[src/rtl/branch_redirect_ctrl.sv]
// branch_redirect_ctrl
//   Sequences the pipeline redirect after a branch resolves in EX. It compares
//   the branch unit's resolved decision with what fetch predicted. On a
//   mispredict it kills the younger instructions and holds a registered
//   redirect toward fetch until fetch accepts it. After acceptance it squashes
//   one stale in-flight fetch response.
//
// Optional feature: define BRANCH_PERF_CNT_EN to build the branch and
//   mispredict performance counters. Without it both counter outputs are
//   tied to 0 and no counter flops exist.
//
// Ports:
//   clk, rst            core clock, asynchronous active-high reset
//   i_ex_valid          EX stage holds a live instruction
//   i_branch            resolved taken flag
//   i_branch_addr       resolved target
//   i_ex_pc             PC of the EX instruction
//   i_pred_taken        fetch predicted taken
//   i_pred_target       fetch predicted target
//   i_fetch_ready       fetch accepts a redirect this cycle
//   o_redirect_valid    redirect request to fetch
//   o_redirect_pc       redirect PC (registered)
//   o_flush_if          kill the instruction entering IF/ID
//   o_flush_id          kill the instruction entering ID/EX
//   o_busy              controller is not in IDLE
//   o_branch_cnt        resolved control transfers
//   o_mispredict_cnt    mispredictions
//
// state    | meaning
// ---------+-------------------------------------------------------------
// IDLE     | watching EX; a mispredict flushes and latches the target
// REDIRECT | redirect held toward fetch until it is accepted
// DRAIN    | one cycle squashing the stale instruction-memory response

module branch_redirect_ctrl #(
  parameter int XLEN = 32
) (
  input  logic            clk,
  input  logic            rst,
  input  logic            i_ex_valid,
  input  logic            i_branch,
  input  logic [XLEN-1:0] i_branch_addr,
  input  logic [XLEN-1:0] i_ex_pc,
  input  logic            i_pred_taken,
  input  logic [XLEN-1:0] i_pred_target,
  input  logic            i_fetch_ready,
  output logic            o_redirect_valid,
  output logic [XLEN-1:0] o_redirect_pc,
  output logic            o_flush_if,
  output logic            o_flush_id,
  output logic            o_busy,
  output logic [31:0]     o_branch_cnt,
  output logic [31:0]     o_mispredict_cnt
);

  typedef enum logic [1:0] {
    IDLE     = 2'd0,
    REDIRECT = 2'd1,
    DRAIN    = 2'd2
  } state_t;

  state_t          state_q;
  state_t          state_d;
  logic [XLEN-1:0] target_q;
  logic [XLEN-1:0] correct_target;
  logic [XLEN-1:0] redirect_target;
  logic            in_idle;
  logic            mispredict;
  logic            resolved;

  assign in_idle = (state_q == IDLE);

  // Branch inputs only matter in IDLE; EX holds a bubble in the other states.
  assign mispredict = in_idle & i_ex_valid &
                      ((i_branch != i_pred_taken) |
                       (i_branch & i_pred_taken & (i_branch_addr != i_pred_target)));

  assign resolved = in_idle & i_ex_valid & (i_branch | i_pred_taken);

  // The fall-through adds wrap modulo 2^XLEN. Bit 0 is cleared as JALR requires.
  assign correct_target  = i_branch ? i_branch_addr : (i_ex_pc + XLEN'(4));
  assign redirect_target = correct_target & ~(XLEN'(1));

  always_ff @(posedge clk or posedge rst) begin
    if (rst) begin
      state_q  <= IDLE;
      target_q <= '0;
    end else begin
      state_q <= state_d;
      if (mispredict) target_q <= redirect_target;
    end
  end

  always_comb begin
    state_d = state_q;
    case (state_q)
      IDLE:     if (mispredict) state_d = REDIRECT;
      REDIRECT: if (i_fetch_ready) state_d = DRAIN;
      DRAIN:    state_d = IDLE;
      default:  state_d = IDLE;
    endcase
  end

  always_comb begin
    o_redirect_valid = 1'b0;
    o_flush_if       = 1'b0;
    o_flush_id       = 1'b0;
    case (state_q)
      IDLE: begin
        o_flush_if = mispredict;
        o_flush_id = mispredict;
      end
      REDIRECT: begin
        o_redirect_valid = 1'b1;
        o_flush_if       = 1'b1;
        o_flush_id       = 1'b1;
      end
      DRAIN: begin
        o_flush_if = 1'b1;
      end
      default: begin
        o_redirect_valid = 1'b0;
      end
    endcase
  end

  assign o_redirect_pc = target_q;
  assign o_busy        = ~in_idle;

`ifdef BRANCH_PERF_CNT_EN
  logic [31:0] branch_cnt_q;
  logic [31:0] mispredict_cnt_q;

  always_ff @(posedge clk or posedge rst) begin
    if (rst) begin
      branch_cnt_q     <= '0;
      mispredict_cnt_q <= '0;
    end else begin
      if (resolved)   branch_cnt_q     <= branch_cnt_q + 32'd1;
      if (mispredict) mispredict_cnt_q <= mispredict_cnt_q + 32'd1;
    end
  end

  assign o_branch_cnt     = branch_cnt_q;
  assign o_mispredict_cnt = mispredict_cnt_q;
`else
  logic unused_resolved;
  assign unused_resolved  = resolved;
  assign o_branch_cnt     = 32'd0;
  assign o_mispredict_cnt = 32'd0;
`endif

endmodule

[config.mk]
export PLATFORM = sky130hd
export DESIGN_NAME = branch_redirect_ctrl
export DESIGN_NICKNAME = d
export VERILOG_FILES = /design/src/rtl/branch_redirect_ctrl.sv
export SDC_FILE = /design/constraint.sdc
export NUM_CORES = 1
export LEC_CHECK = 0
export CAP_MARGIN = 10
export CORE_ASPECT_RATIO = 1.5
export CORE_UTILIZATION = 40
export DETAILED_ROUTE_END_ITERATION = 10
export GPL_TIMING_DRIVEN = 0
export PLACE_DENSITY_LB_ADDON = 0.05
export SYNTH_ARGS = -nofsm -noshare
export SYNTH_HDL_FRONTEND = slang
export SYNTH_SLANG_ARGS = --single-unit
[constraint.sdc]
create_clock -name clk -period 5.3 [get_ports clk]
set_input_delay 1.325 -clock clk [delete_from_list [all_inputs] [get_ports clk]]
set_output_delay 1.325 -clock clk [all_outputs]
set_load 0.02 [all_outputs]
# Word level (Yosys, flattened, before mapping)

Cells that the tools add are included.

Bits in registers: 33
Input port bits: 102
Output and inout bits: 100
Logic and storage cells: 25

Add/sub/neg operators: 1
Equal/unequal tests: 6
Mux-type cells: 7
Bitwise logic cells: 6
Reductions and logical operators: 3

Operators with widths:

| cell                    | count |
|---|---|
| $add A32 B3 Y32 const B | 1 |
| $mux W32                | 1 |
| $ne A32 B32 Y1          | 1 |
| $and A1 B1 Y1           | 4 |
| $mux W2                 | 2 |
| $pmux W1 S2             | 2 |
| $pmux W2 S2             | 1 |
| $eq A2 B1 Y1 const B    | 1 |
| $eq A2 B2 Y1 const B    | 1 |
| $logic_not A2 Y1        | 1 |
| $ne A2 B1 Y1 const B    | 1 |
| $ne A2 B2 Y1 const B    | 1 |
| $reduce_and A2 Y1       | 1 |
| $reduce_or A2 Y1        | 1 |
| $mux W1                 | 1 |
| $ne A1 B1 Y1            | 1 |
| $not A1 Y1              | 1 |
| $or A1 B1 Y1            | 1 |

# Longest topological paths before layout

Gate-level depths: netlist of the first run.

Word-level depth: 6
Depth in mapped cells: 7
Gate-level depth less buffers: 7

# Worst setup path after synthesis of the first run

Ideal clock, no wire load.

Path kind: input -> output
From: input i_pred_target[14]
To: output o_flush_if
Arrival: 2.554 ns
Data required time: 3.975 ns
Setup slack: 1.421 ns
Cell stages on the path: 7
Buffers on the path: 1
Path through: xnor2_1 > nand4_1 > nor4_1 > a21oi_1 > o21ai_2 > buf_4 > a21oi_1

Longest elaborated chain between the ends: 5

RTL lines:

| what               | line | text |
|---|---|---|
| start: declaration | 45   | `input logic [XLEN-1:0] i_pred_target,` |
| $ne A32 B32 Y1     | 76   | `(i_branch & i_pred_taken & (i_branch_addr != i_pred_target)));` |
| $and A1 B1 Y1      | 76   |  |
| $or A1 B1 Y1       | 75   | `((i_branch != i_pred_taken) \|` |
| $and A1 B1 Y1      | 74   | `assign mispredict = in_idle & i_ex_valid &` |
| $pmux W1 S2        | 108  | `case (state_q)` |
| end: declaration   | 49   | `output logic o_flush_if,` |

No other way between the ends.

# Worst setup path in the final report of the first run

From: input i_branch_addr[3]
To: output o_flush_if

Longest elaborated chain between the ends: 5

RTL lines:

| what               | line | text |
|---|---|---|
| start: declaration | 42   | `input logic [XLEN-1:0] i_branch_addr,` |
| $ne A32 B32 Y1     | 76   |  |
| $and A1 B1 Y1      | 76   |  |
| $or A1 B1 Y1       | 75   |  |
| $and A1 B1 Y1      | 74   |  |
| $pmux W1 S2        | 108  |  |

No other way between the ends.

==> run_results.csv, run 1 <==
group,metric,value,unit
worst_setup_path,cp_cell_sequence,"clkdlybuf4s50_1 -> xnor2_1 -> nand4_1 -> nor4_2 -> a21oi_1 -> o21ai_2 -> buf_4 -> a21oi_1 -> clkdlybuf4s50_1",
place,hpwl,7.55,mm
timing,worst_slew_pin_slew,0.646,ns
clocking,clockBufferDepth,2,
hold_path,min_path_type,"flop to flop",
floorplan,core_area,0.00727,mm²
global_route,overflow,0,
power,power_density,322,mW/mm²
synthesis,syn_inst,342,
clocking,cts_root_buf,"clkbuf_8",
timing,hold_violations,0,
worst_setup_path,regToRegSetupSlack,3.64,ns
timing,fin_crit,5.13,ns
global_route,grt_pass1_wl,13.9,mm
place,io_buffers,135,
worst_setup_path,regToRegStartpoint,"state_q[0]",
cells_and_area,fin_area,0.00487,mm²
worst_setup_path,critPathRequiredTime,3.97,ns
worst_setup_path,rr_endpoint,"o_redirect_pc[2]",
cells_and_area,drive_gt1_frac,0.209,
worst_setup_path,start_kind,"input port",
drt,via_count,2953,
cells_and_area,final_nets,657,
synthesis,syn_area_per_cell,8.85,µm²
drt,wire_per_inst,13.7,µm
timing,rsz0062_at_grt,"false",
timing,period_share,0.968,
clocking,tritoncts,"built",
power,leakagePower,0.00213,µW
place,place_congestion,0.835,
run_status,status,"complete, no violations",
clocking,clk_latency,0.28,ns
synthesis,yosys_warnings,0,
worst_setup_path,path_delay_family,"buffers and inverters",
drt,drt-pass1-iter-count,4,
drt,drt_iter0_drc,113,
global_route,grt_pass1_vias,2880,
drt,routed_wl,8.90,mm
place,placed_area,0.00477,mm²
worst_setup_path,cpPeakStageDelay,0.53,ns
hold_path,whs_path_depth,1,
drt,route.detailed.drc,0,
worst_setup_path,slowest_stage,"clkdlybuf4s50_1",
global_route,antenna_found_initial,0,
worst_setup_path,path_class,"input port to output port",
power,ir_drop,0.185,mV
cells_and_area,area_growth,61.0,%
timing,setup_viol,0,
global_route,grt_max_degree,21,
clocking,h-tree-depth,2,
floorplan,dieArea,0.00792,mm²
clocking,hold_buffers,0,
synthesis,yosys_register_bits,33,
synthesis,synth.distinct_cells,31,
place,place_inst,642,
floorplan,start_util,0.416,
hold_path,min-delay-start,"o_redirect_pc[5]",
floorplan,rows,38,
worst_setup_path,path_buf_inv,3,
worst_setup_path,end_kind,"output port",
clocking,clock-sinks,33,
worst_setup_path,cp_max_fo,10,
timing,max_slew_margin,0.566,
drt,drtAntennaViolNets,0,
cells_and_area,antennaDiodeCount,0,
timing,slew_violations,0,
floorplan,die_y,109,µm
floorplan,die_x,73.0,µm
global_route,track_usage,0.232,
clocking,numCtsBuffers,5,
synthesis,yosysSeqAreaShare,0.273,
worst_setup_path,crit_arrival,3.81,ns
clocking,cts.reportedPaths.clkPinSlew,0.07,ns
drt,post_drt_via_cell_ratio,4.54,
timing,timing.fmax,195,MHz
worst_setup_path,r2r_cells,6,
flow_run,maxCapViolCount,0,
timing,fin_skew,0.00255,ns
synthesis,syn_area,0.00303,mm²
hold_path,holdPathEnd,"o_redirect_pc[5]",
floorplan,ios,202,
cells_and_area,stdcell_count,651,
-- report_power, final --
part           switching, µW  internal [µW]
combinational            437            499
clock                   95.0           93.4
sequential              65.2            377
-- metrics by stage --
step                      TNS [ns]  setup WS, ns  power [µW]  hold slack [ns]  utilization
final                            0         0.169        1570            0.507        0.670
after floorplan                  0          1.42         942            0.533            -
after global routing             0        0.0311        1660            0.527        0.670
after CTS                        0         0.101        1580            0.508        0.670
after detailed placement    -0.213        -0.114        1380            0.492        0.656
after global placement      -0.220        -0.118        1360            0.487        0.652
-- sequential cells by signal, summed over array words and instances (netlist names) --
| register | count |
|---|---|
| o_redirect_pc | 31 |
| state_q | 2 |
-- final cells by class --
cell class | instances | area, µm²
buffer | 75 | 538
clock buffer | 8 | 80.1
fill | 663 | 2400
inverter | 6 | 22.5
multi-input combinational | 292 | 1890
sequential | 33 | 826
tap | 100 | 125
timing repair buffer | 137 | 1390
-- layer usage --
layer / share of wire / wire length (µm) / GRT usage
met1: 0.35 / 3150 / 0.242
met2: 0.55 / 4880 / 0.444
met3: 0.080 / 716 / 0.0522
met4: 0.017 / 150 / 0.0742
met5: 0 / 0 / 0
-- worst max path at each step --
| stage | start | to | slack, ns | cells past startpoint |
|---|---|---|---|---|
| global placement | i_branch_addr[3] | o_flush_if | -0.12 | 9 |
| global route | i_branch_addr[3] | o_flush_if | 0.03 | 9 |
| CTS | i_branch_addr[3] | o_flush_if | 0.10 | 9 |
| finish | i_branch_addr[3] | o_flush_if | 0.17 | 9 |
| detailed placement | i_branch_addr[3] | o_flush_if | -0.11 | 9 |
| floorplan | i_pred_target[14] | o_flush_if | 1.42 | 7 |
-- timing repair --
| item | CTS | global route |
|---|---|---|
| gates resized for setup | 2 | 0 |
| buffers inserted | 1 | 0 |
| endpoints found under the setup margin | 2 | 0 |
-- kinds of logic (layout without fill, tap and decap cells) --
logic type / Yosys count / count (layout) / synth area share
compound gates: 37 / 37 / 0.0649
flops: 33 / 33 / 0.273
xor+xnor: 59 / 59 / 0.171
other cells: 1 / 65 / 0.00124
buf+inv: 81 / 226 / 0.185
mux: 33 / 33 / 0.123
fa+ha+maj: 5 / 5 / 0.0207
simple gates: 93 / 93 / 0.161
-- layout by cell type, fill, tap and decap left out, drive strengths merged --
cell type / netlist / final
and4: 2 / 2
nand3: 10 / 10
a22oi: 1 / 1
dfrtp: 33 / 33
nor4: 3 / 3
xnor2: 37 / 37
inv: 6 / 6
nand2b: 3 / 3
o21ai: 31 / 31
ha: 5 / 5
nor3: 3 / 3
clkbuf: 5 / 13
a21oi: 3 / 3
conb: 1 / 65
nand4: 18 / 18
xor2: 22 / 22
mux2: 33 / 33
and2: 4 / 4
or3: 1 / 1
clkdlybuf4s50: 0 / 135
a2bb2oi: 1 / 1
buf: 70 / 72
a31oi: 1 / 1
nor2: 7 / 7
nand2: 39 / 39
and3: 3 / 3
-- synth_stat cells --
cell type | count | share of area
and4_1 | 2 | 0.0058
mux2_2 | 33 | 0.12
nand4_1 | 17 | 0.035
nand4_4 | 1 | 0.0070
o21ai_0 | 30 | 0.050
inv_1 | 6 | 0.0074
nor3_1 | 3 | 0.0050
a21oi_1 | 3 | 0.0050
nand2_1 | 38 | 0.047
clkbuf_1 | 5 | 0.0062
and2_1 | 4 | 0.0083
nor4_4 | 1 | 0.0070
dfrtp_1 | 33 | 0.27
buf_2 | 1 | 0.0017
xnor2_1 | 37 | 0.11
or3_1 | 1 | 0.0021
nor2_1 | 7 | 0.0087
a2bb2oi_1 | 1 | 0.0029
nor4_1 | 2 | 0.0041
xor2_1 | 22 | 0.064
buf_1 | 1 | 0.0012
nand3_1 | 10 | 0.017
a22oi_1 | 1 | 0.0025
buf_4 | 68 | 0.17
and3_1 | 3 | 0.0062
ha_1 | 5 | 0.021
nand2_2 | 1 | 0.0021
o21ai_2 | 1 | 0.0029
nand2b_1 | 3 | 0.0062
a31oi_1 | 1 | 0.0021
conb_1 | 1 | 0.0012
Power figures use the tool's default switching activity.
==> run 2: changes to the inputs <==
- CORE_UTILIZATION: 40 -> 30
- GPL_ROUTABILITY_DRIVEN: unset -> 0
==> run 2 against run 1 <==
Against the previous run:
- the flow now finishes with violations (design-rule violations)
- clock skew decreased by 0.00061 ns
- total power increased by 6.1%
- global-route usage down 5.0 points
- sequential cell count unchanged
- count of clock-buffer cells in the layout unchanged
- non-clock buffer count fell by 1
- sequential power barely moved
- worst hold slack got worse by 0.0062 ns
- cell area rose by 0.98%
- cell count rose by 2.2%
==> run_results.csv, run 2 (same netlist as run 1, synthesis figures left out) <==
group,metric,value,unit
floorplan,core_area,0.00974,mm²
clocking,h-tree-depth,2,
drt,routed_wl,9.57,mm
clocking,tritoncts,"built",
place,placed_area,0.00476,mm²
global_route,overflow,0,
worst_setup_path,path_delay_family,"buffers and inverters",
clocking,cts.reportedPaths.clkPinSlew,0.05,ns
worst_setup_path,rr_endpoint,"o_redirect_pc[7]",
global_route,grt_pass1_vias,2637,
clocking,numCtsBuffers,5,
clocking,clock-sinks,33,
worst_setup_path,slowest_stage,"clkdlybuf4s50_1",
drt,post_drt_via_cell_ratio,4.28,
drt,via_count,2844,
run_status,violations,"design-rule violations",
timing,worst_slew_pin_slew,0.768,ns
global_route,antenna_found_initial,0,
place,io_buffers,135,
worst_setup_path,regToRegSetupSlack,3.70,ns
timing,setup_viol,0,
worst_setup_path,cp_cell_sequence,"clkdlybuf4s50_1 -> xnor2_2 -> nand4_1 -> nor4_1 -> a21oi_1 -> o21ai_2 -> buf_4 -> a21oi_1 -> clkdlybuf4s50_1",
timing,fin_crit,5.11,ns
worst_setup_path,cp.depth,9,
timing,period_share,0.965,
worst_setup_path,cp-startpoint,"i_pred_target[27]",
timing,max_slew_margin,0.484,
global_route,grt_max_degree,34,
cells_and_area,drive_gt1_frac,0.209,
cells_and_area,most-common-layout-cells,"clkdlybuf4s50_1, buf_4, conb_1",
timing,rsz0062_at_grt,"false",
global_route,grt_pass1_wl,14.2,mm
place,place_inst,656,
power,ir_drop,0.180,mV
worst_setup_path,cpPeakStageDelay,0.54,ns
power,power_density,338,mW/mm²
power,leakagePower,0.00214,µW
floorplan,start_util,0.310,
clocking,cts_root_buf,"clkbuf_16",
floorplan,rows,44,
worst_setup_path,path_class,"input port to output port",
drt,wire_per_inst,14.4,µm
drt,route.detailed.drc,28,
timing,fin_skew,0.00194,ns
worst_setup_path,end_kind,"output port",
global_route,track_usage,0.181,
worst_setup_path,critPathCapture,"o_flush_if",
worst_setup_path,crit_arrival,3.79,ns
worst_setup_path,cp_max_fo,10,
clocking,clk_latency,0.29,ns
timing,timing.fmax,196,MHz
worst_setup_path,path_buf_inv,3,
cells_and_area,antennaDiodeCount,0,
drt,drt-pass1-iter-count,7,
worst_setup_path,start_kind,"input port",
timing,slew_violations,0,
hold_path,min_path_type,"flop to flop",
cells_and_area,fin_area,0.00492,mm²
flow_run,maxCapViolCount,0,
floorplan,die_x,84.0,µm
run_status,status,"complete, but fails checks",
timing,hold_violations,0,
floorplan,dieArea,0.0105,mm²
worst_setup_path,critPathRequiredTime,3.97,ns
cells_and_area,stdcell_count,665,
place,hpwl,8.14,mm
drt,drt_iter0_drc,103,
cells_and_area,area_growth,62.6,%
cells_and_area,final_nets,656,
floorplan,die_y,125,µm
drt,drtAntennaViolNets,0,
clocking,clockBufferDepth,2,
cells_and_area,final_common_cell,"clkdlybuf4s50_1",
worst_setup_path,regToRegStartpoint,"state_q[0]",
clocking,hold_buffers,0,
floorplan,ios,202,
cells_and_area,largest_reg_flops,31,
worst_setup_path,r2r_cells,6,
==> run 2: cell count changes in the layout (fill, tap and decap cells not counted), sizes merged <==
cell	delta
buf	-1
==> run 2: through the flow <==
stage | hold WS [ns] | TNS (ns) | util | power [µW] | setup slack [ns]
CTS | 0.504 | 0 | 0.505 | 1680 | 0.130
detailed placement | 0.492 | -0.349 | 0.489 | 1380 | -0.183
global route | 0.510 | 0 | 0.505 | 1750 | 0.0840
finish | 0.500 | 0 | 0.505 | 1660 | 0.187
floorplan | 0.533 | 0 | - | 942 | 1.42
global placement | 0.488 | -0.363 | 0.489 | 1370 | -0.190
==> run 2: final cells by class <==
class / count / area, µm²
timing repair buffer: 136 / 1360
sequential: 33 / 826
multi-input combinational: 292 / 1890
fill: 967 / 4830
inverter: 6 / 22.5
buffer: 75 / 538
tap: 115 / 144
clock buffer: 8 / 136
==> run 2: metal layers <==
layer | vias to the layer above | share of wire | track usage
met5 | - | 0 | 0
met4 | 0 | 0.021 | 0.0598
met3 | 10 | 0.075 | 0.0429
met2 | 125 | 0.54 | 0.351
met1 | 1266 | 0.36 | 0.188
li1 | 1443 | - | -
==> run 2: power by group <==
| group | internal (µW) | switching [µW] |
|---|---|---|
| combinational | 497 | 440 |
| clock | 175 | 110 |
| sequential | 378 | 63.1 |
| total | 1050 | 613 |
==> run 2: worst min path at each step <==
stage	startpoint	to	slack (ns)	cells after the start
floorplan	state_q[1]	state_q[1]	0.53	2
global placement	o_redirect_pc[10]	o_redirect_pc[10]	0.49	1
detailed placement	o_redirect_pc[24]	o_redirect_pc[24]	0.49	1
CTS	o_redirect_pc[24]	o_redirect_pc[24]	0.50	1
global route	o_redirect_pc[29]	o_redirect_pc[29]	0.51	1
finish	o_redirect_pc[30]	o_redirect_pc[30]	0.50	1
==> run 2: repair_timing <==
| item | 4_1_cts | 5_1_grt |
|---|---|---|
| setup endpoints to repair | 2 | 0 |
| endpoints found under the hold margin | 0 | 0 |
| gates resized for setup | 2 | 0 |
| setup buffers | 1 | 0 |
==> run 3: changes to the inputs <==
- CELL_PAD_IN_SITES_DETAIL_PLACEMENT: unset -> 1
- CELL_PAD_IN_SITES_GLOBAL_PLACEMENT: unset -> 1
- CORE_UTILIZATION: 30 -> 27
- SLEW_MARGIN: unset -> 20
==> run 3 against run 2 <==
Against the previous run:
- the run now ends clean
- global-route usage grew 1.3 points
- sequential power is essentially flat
- die area grew 11%
- worst setup slack worse by 0.0021 ns
- critical path type unchanged
- largest cell class unchanged
==> run_results.csv, run 3 (same netlist as run 1, synthesis figures left out) <==
group,metric,value,unit
worst_setup_path,end_kind,"output port",
clocking,clockBufferDepth,2,
place,placed_area,0.00482,mm²
worst_setup_path,cp_max_fo,10,
power,ir_drop,0.133,mV
cells_and_area,area_growth,64.5,%
cells_and_area,final_common_cell,"clkdlybuf4s50_1",
floorplan,die_x,88.4,µm
worst_setup_path,cp_cell_sequence,"clkdlybuf4s50_1 -> xnor2_1 -> nand4_1 -> nor4_2 -> a21oi_1 -> o21ai_2 -> buf_4 -> a21oi_1 -> clkdlybuf4s50_1",
global_route,grt_max_degree,22,
cells_and_area,largest_reg_flops,31,
global_route,antenna_found_initial,0,
timing,worst_slew_pin_slew,0.806,ns
hold_path,min-delay-start,"o_redirect_pc[8]",
power,leakagePower,0.00215,µW
cells_and_area,most-common-layout-cells,"clkdlybuf4s50_1, buf_4, conb_1",
clocking,tritoncts,"built",
place,hpwl,9.45,mm
floorplan,rows,47,
cells_and_area,final_nets,657,
cells_and_area,stdcell_count,697,
clocking,cts.reportedPaths.clkPinSlew,0.05,ns
hold_path,min_path_type,"flop to flop",
drt,via_count,2975,
run_status,status,"complete, no violations",
drt,post_drt_via_cell_ratio,4.27,
flow_run,maxCapViolCount,0,
cells_and_area,drive_gt1_frac,0.211,
clocking,cts_root_buf,"clkbuf_16",
timing,hold_violations,0,
worst_setup_path,start_kind,"input port",
drt,wire_per_inst,15.6,µm
timing,period_share,0.965,
clocking,h-tree-depth,2,
global_route,track_usage,0.195,
timing,rsz0062_at_grt,"false",
worst_setup_path,cp-startpoint,"i_branch_addr[3]",
place,place_inst,689,
floorplan,dieArea,0.0116,mm²
timing,whs,0.502,ns
floorplan,ios,202,
floorplan,die_y,132,µm
timing,max_slew_margin,0.458,
worst_setup_path,regToRegStartpoint,"state_q[0]",
place,io_buffers,135,
global_route,overflow,0,
timing,fin_crit,5.12,ns
timing,fin_skew,0.00247,ns
cells_and_area,fin_area,0.00498,mm²
floorplan,start_util,0.275,
clocking,numCtsBuffers,5,
drt,drt_iter0_drc,51,
floorplan,core_area,0.0110,mm²
worst_setup_path,path_class,"input port to output port",
timing,slew_violations,0,
timing,timing.fmax,195,MHz
worst_setup_path,slowest_stage,"clkdlybuf4s50_1",
drt,routed_wl,10.9,mm
drt,drt-pass1-iter-count,4,
clocking,hold_buffers,0,
worst_setup_path,cpPeakStageDelay,0.54,ns
cells_and_area,antennaDiodeCount,0,
drt,drtAntennaViolNets,0,
worst_setup_path,crit_arrival,3.79,ns
global_route,grt_pass1_wl,16.8,mm
drt,route.detailed.drc,0,
clocking,clock-sinks,33,
power,power_density,338,mW/mm²
worst_setup_path,critPathRequiredTime,3.97,ns
clocking,clk_latency,0.28,ns
timing,setup_viol,0,
global_route,grt_pass1_vias,3147,
-- run 3: cell types whose count changed in the layout (fill, tap and decap cells not counted) --
cell and delta:
xnor2_2 -1, buf_12 +1, clkbuf_1 -2, xnor2_1 +1, clkbuf_8 +1
-- run 3: power by group --
part	internal [µW]	switching, µW	total, µW	leakage (µW)
clock	185	110	294	0.0000700
combinational	498	449	947	0.00168
sequential	378	62.4	440	0.000398
total	1060	621	1680	0.00215
-- run 3: worst max-delay path, delay by kind of cell --
kind                      cells  cell delay (ns)
AOI/OAI and AO/OA             3             0.48
and+or+nand+nor               2             0.55
buffers and inverters         3             1.29
xor gates and xnor gates      1             0.14
-- run 3: per-stage QoR --
stage          TNS [ns]  power (µW)  utilization  worst slack (ns)
2_1_floorplan         0         942            -              1.42
3_3_place_gp     -0.560        1370        0.437            -0.290
3_5_place_dp     -0.577        1400        0.438            -0.297
4_1_cts               0        1710        0.453            0.0580
5_1_grt               0        1780        0.453            0.0209
6_report              0        1680        0.453             0.185
-- run 3: routing by layer --
layer	share of wire	routed length [µm]	vias to the layer above	global-route usage
met4	0.013	144	0	0.0529
met5	0	0	-	0
met3	0.059	648	7	0.0364
met1	0.35	3850	1410	0.196
met2	0.57	6260	113	0.385
li1	-	-	1445	-
-- run 3: worst paths after layout --
check                              endpoint  slack (ns)  cells after the start
setup / recovery                 o_flush_if        0.18                      9
hold / removal             o_redirect_pc[8]        0.50                      1
setup reg to reg           o_redirect_pc[2]        3.67                      6
hold reg to reg            o_redirect_pc[8]        0.50                      1
max in group asynchronous  o_redirect_pc[1]        3.53                      3
min in group asynchronous        state_q[0]        1.33                      2
-- run 3: what timing repair did --
item	in CTS	in global routing
setup endpoints to repair	2	0
buffers inserted	1	0
resized for setup	1	0
-- run 3: final cells by class --
cell class | instances | area, µm²
fillers | 1333 | 6020
inverters | 6 | 22.5
clock buffers | 7 | 143
repair buffers | 137 | 1380
well taps | 147 | 184
flip-flops and latches | 33 | 826
multi-input cells | 292 | 1890
plain buffers | 75 | 538
